[src/rtl/sb_arbiter.sv]
// Two-master round-robin arbiter for the single-cycle peripheral bus.
// Supports locked sequences and routes one-cycle-late read data back.
module sb_arbiter #(
  parameter int ADDR_W = 32,
  parameter int DATA_W = 32
) (
  input  logic              clk_i,
  input  logic              rst_i,

  input  logic              m0_req_i,
  input  logic              m0_we_i,
  input  logic              m0_lock_i,
  input  logic [ADDR_W-1:0] m0_addr_i,
  input  logic [DATA_W-1:0] m0_wdata_i,
  output logic              m0_gnt_o,
  output logic              m0_rvalid_o,
  output logic [DATA_W-1:0] m0_rdata_o,

  input  logic              m1_req_i,
  input  logic              m1_we_i,
  input  logic              m1_lock_i,
  input  logic [ADDR_W-1:0] m1_addr_i,
  input  logic [DATA_W-1:0] m1_wdata_i,
  output logic              m1_gnt_o,
  output logic              m1_rvalid_o,
  output logic [DATA_W-1:0] m1_rdata_o,

  output logic              sb_req_o,
  output logic              sb_we_o,
  output logic [ADDR_W-1:0] sb_addr_o,
  output logic [DATA_W-1:0] sb_wdata_o,
  input  logic [DATA_W-1:0] sb_rdata_i
);

  typedef enum logic [1:0] {
    S_IDLE  = 2'd0,
    S_LOCK0 = 2'd1,
    S_LOCK1 = 2'd2
  } lock_e;

  lock_e lock_state_q;
  lock_e lock_state_d;
  logic  prio_q;
  logic  prio_d;
  logic  rsp_valid_q;
  logic  rsp_valid_d;
  logic  rsp_owner_q;
  logic  rsp_owner_d;

  logic  elig0;
  logic  elig1;
  logic  r0;
  logic  r1;
  logic  gnt0;
  logic  gnt1;
  logic  any_gnt;

  // A held lock masks the other master out entirely.
  always_comb begin
    elig0 = (lock_state_q != S_LOCK1);
    elig1 = (lock_state_q != S_LOCK0);
    r0 = m0_req_i & elig0;
    r1 = m1_req_i & elig1;
    gnt0 = r0 & (~r1 | ~prio_q);
    gnt1 = r1 & (~r0 | prio_q);
    any_gnt = gnt0 | gnt1;
  end

  assign m0_gnt_o = gnt0;
  assign m1_gnt_o = gnt1;

  always_comb begin
    sb_req_o   = 1'b0;
    sb_we_o    = 1'b0;
    sb_addr_o  = '0;
    sb_wdata_o = '0;
    unique case (1'b1)
      gnt0: begin
        sb_req_o   = 1'b1;
        sb_we_o    = m0_we_i;
        sb_addr_o  = m0_addr_i;
        sb_wdata_o = m0_wdata_i;
      end
      gnt1: begin
        sb_req_o   = 1'b1;
        sb_we_o    = m1_we_i;
        sb_addr_o  = m1_addr_i;
        sb_wdata_o = m1_wdata_i;
      end
      default: ;
    endcase
  end

  always_comb begin
    lock_state_d = lock_state_q;
    prio_d       = prio_q;
    unique case (lock_state_q)
      S_IDLE: begin
        if (gnt0 && m0_lock_i) begin
          lock_state_d = S_LOCK0;
        end else if (gnt1 && m1_lock_i) begin
          lock_state_d = S_LOCK1;
        end
        if (any_gnt) begin
          prio_d = gnt0;
        end
      end
      S_LOCK0: begin
        if (!m0_lock_i) begin
          lock_state_d = S_IDLE;
        end
      end
      S_LOCK1: begin
        if (!m1_lock_i) begin
          lock_state_d = S_IDLE;
        end
      end
      default: lock_state_d = S_IDLE;
    endcase
  end

  always_comb begin
    rsp_valid_d = any_gnt & ~sb_we_o;
    rsp_owner_d = any_gnt ? gnt1 : rsp_owner_q;
  end

  always_ff @(posedge clk_i or posedge rst_i) begin
    if (rst_i) begin
      lock_state_q <= S_IDLE;
      prio_q       <= 1'b0;
      rsp_valid_q  <= 1'b0;
      rsp_owner_q  <= 1'b0;
    end else begin
      lock_state_q <= lock_state_d;
      prio_q       <= prio_d;
      rsp_valid_q  <= rsp_valid_d;
      rsp_owner_q  <= rsp_owner_d;
    end
  end

  always_comb begin
    m0_rvalid_o = rsp_valid_q & ~rsp_owner_q;
    m1_rvalid_o = rsp_valid_q & rsp_owner_q;
    m0_rdata_o  = m0_rvalid_o ? sb_rdata_i : '0;
    m1_rdata_o  = m1_rvalid_o ? sb_rdata_i : '0;
  end

endmodule

[config.mk]
export PLATFORM = sky130hd
export DESIGN_NAME = sb_arbiter
export DESIGN_NICKNAME = d
export VERILOG_FILES = /design/src/rtl/sb_arbiter.sv
export SDC_FILE = /design/constraint.sdc
export NUM_CORES = 1
export LEC_CHECK = 0
export CAP_MARGIN = 20
export CORE_AREA = 2 2 117 119
export DETAILED_ROUTE_END_ITERATION = 10
export DIE_AREA = 0 0 119 121
export SETUP_SLACK_MARGIN = 0.3
export SKIP_CTS_REPAIR_TIMING = 1
export SYNTH_ARGS = -nofsm -noshare
export SYNTH_HDL_FRONTEND = slang
export SYNTH_SLANG_ARGS = --single-unit
[constraint.sdc]
create_clock -name clk_i -period 5.3 [get_ports clk_i]
set_clock_uncertainty 0.2 [all_clocks]
set_input_delay 1.06 -clock clk_i [delete_from_list [all_inputs] [get_ports clk_i]]
set_output_delay 1.06 -clock clk_i [all_outputs]
set_load 0.05 [all_outputs]
==> run_results.csv <==
group,metric,value,unit
detailed_routing,drc_errors,0,
cells_and_area,final_core_util,0.357,
synth,synth_edf_count,0,
timing,slew_viol_final,0,
synth,synth_common_cells,"a22o_1 (64), and2_1 (33), and3_1 (32)",
global_routing,grt_max_degree,66,
timing,timing.final.crit_share,0.898,
timing,worstMarginPinSlew,0.554,ns
global_routing,grt_overflow,0,
clock_tree,cts-root-buf,"clkbuf_16",
detailed_routing,vias,2676,
timing,finalSetupTns,0,ns
setup_path,crit_path_frequent_cell,"clkdlybuf4s50_1",
setup_path,worstSetupEndpointType,"primary output",
die,ios,302,
clock_tree,cts_buffer_depth,2,
setup_path,crit_required,4.04,ns
synth,netlist_area,1420,um2
die,fp.dieH,121,um
die,core-area,13100,um2
placed_design,io_buffer_count,301,
timing,finalHoldViolations,0,
synth,synth-seq-cells,5,
die,die_area,14400,um2
global_routing,groute.usage.overall,0.137,
synth,synth_nets,361,
cells_and_area,syn_to_final_growth,228,%
setup_path,rr_worst_depth,5,
power,ir_worst_vdd,0.270,mV
detailed_routing,drt_iter0_markers,117,
setup_path,crit_chain,"clkdlybuf4s50_1, nand2_2, maj3_2, and2_4, buf_12, a22o_1, clkdlybuf4s50_1",
die,die_w,119,um
cells_and_area,post_route_cells_drive_above_1_share,0.0457,
timing,relSlewSlack,0.630,
setup_path,slowest_stage,"clkdlybuf4s50_1",
cells_and_area,fillCellCount,1327,
die,initial_utilization,0.109,
synth,syn_inst,193,
synth,synth_cell_type_count,25,
clock_tree,tritoncts.num_buffers,3,
setup_path,crit_path_start_kind,"primary input",
clock_tree,insertion_delay,0.22,ns
synth,synth_warnings,0,
detailed_routing,wl,11200,um
synth,yosys.area.top_type,"a22o_1",
global_routing,grt_pass1_wl,15600,um
synth,ys_async_sr_fraction,1.00,
synth,ys.flop_type,"dfrtp_1",
clock_tree,cts_tree,"yes",
setup_path,max_stage_delay,0.73,ns
die,fp-row-count,42,
setup_path,ff2ff_setup_slack,3.58,ns
synth,synth_area_leaders,"a22o_1 (39%), and2_1 (15%), and3_1 (14%), dfrtp_1 (8.8%), buf_6 (4.0%)",
setup_path,worstSetupPathType,"in2out",
detailed_routing,vias_per_cell,4.07,
synth,synth.avg_cell_area,7.36,um2
setup_path,arrival,3.50,ns
power,powerDensity,347,nW/um2
power,finalPower,0.00162,W
min_path,hold_path.class,"reg2reg",
detailed_routing,ant_nets,0,
clock_tree,cts_sinks,5,
cells_and_area,antenna_cells,0,
placed_design,hpwl,9420,um
timing,fmax,210,MHz
timing,fin_crit,4.76,ns
run_status,outcome,"complete, no violations",
setup_path,critPathMaxFanout,28,
detailed_routing,dr.pass1.iters,4,
synth,synth_most_common_cell,"a22o_1",
placed_design,place.gp.congestion,0.946,
global_routing,grt_antenna_before_repair,0,
job,drv_cap,0,
detailed_routing,wl_per_cell,17.0,um
power,p_leak,1.90,nW
synth,synth_top_area_share,0.394,
cells_and_area,fin_nets,650,
timing,setup_violations,0,
clock_tree,htreeDepth,1,
timing,rsz0062_at_grt,"no",
min_path,whs_path_depth,1,
clock_tree,path_clk_slew,0.03,ns
global_routing,grt_pass1_vias,2582,
synth,yosysSeqAreaShare,0.0880,
[metrics by stage]
step	hold slack [ns]	std cells	setup slack, ns	instance area, um2
floorplan	0.290	193	1.44	1420
global placement	0.336	653	0.555	4590
detailed placement	0.322	653	0.552	4590
CTS	0.329	657	0.539	4670
global route	0.371	657	0.451	4670
finish	0.328	657	0.542	4670
[registers in the layout (all words and copies together) (netlist names)]
name	count
rsp_owner_q	1
rsp_valid_q	1
lock_state_q	2
prio_q	1
[final cells by class]
| type | instances | area [um2] | share of cell area |
|---|---|---|---|
| flip-flops and latches | 5 | 125 | 0.0268 |
| inverters | 4 | 15.0 | 0.00322 |
| clock buffers | 4 | 78.8 | 0.0169 |
| well taps | 176 | 220 | 0.0472 |
| multi-input cells | 160 | 1160 | 0.248 |
| repair buffers | 308 | 3070 | 0.658 |
[cells by family (layout without fill, tap and decap cells)]
kind of cell | Yosys count | after routing | share of synthesized area
buffers and inverters | 28 | 316 | 0.107
AO/OA/AOI/OAI | 74 | 74 | 0.433
AND/OR/NAND/NOR | 85 | 85 | 0.364
flip-flops | 5 | 5 | 0.0880
adder cells (fa/ha/maj) | 1 | 1 | 0.00792
[cells in the final DEF (no fill, tap or decap), types with 3 or more instances in the layout]
cell             count
a21oi_1              5
a22o_1              64
and2_1              33
and3_1              32
buf_4               13
clkbuf_16            3
clkdlybuf4s50_1    293
dfrtp_1              5
inv_1                4
nor2_1               6
nor3b_1              3
[worst max-delay path, delay by kind of cell]
family | cells | cell delay [ns]
AO/OA/AOI/OAI | 1 | 0.23
adder cells (fa/ha/maj) | 1 | 0.31
buffers and inverters | 3 | 1.53
AND/OR/NAND/NOR | 2 | 0.36
[where the power goes]
group | internal, W | switching, W | total, W
Combinational | 0.000530 | 0.000907 | 0.00144
Sequential | 0.0000488 | 0.0000112 | 0.0000599
Clock | 0.0000994 | 0.0000214 | 0.000121
Total | 0.000678 | 0.000940 | 0.00162
[path summary, 6_finish.rpt]
path,startpoint,endpoint
min in group asynchronous,rst_i,prio_q
setup reg to reg,lock_state_q[1],rsp_owner_q
setup / recovery,m1_req_i,sb_wdata_o[22]
hold reg to reg,prio_q,prio_q
hold / removal,prio_q,prio_q
max in group asynchronous,rst_i,lock_state_q[0]
[layer usage]
layer / up-vias / GRT usage / routed length [um]
met5: - / 0 / 0
met4: 0 / 0.0164 / 109
met3: 6 / 0.0249 / 652
met2: 121 / 0.272 / 6270
met1: 1236 / 0.154 / 4150
li1: 1313 / - / -
(Power assumes the default switching activity.)
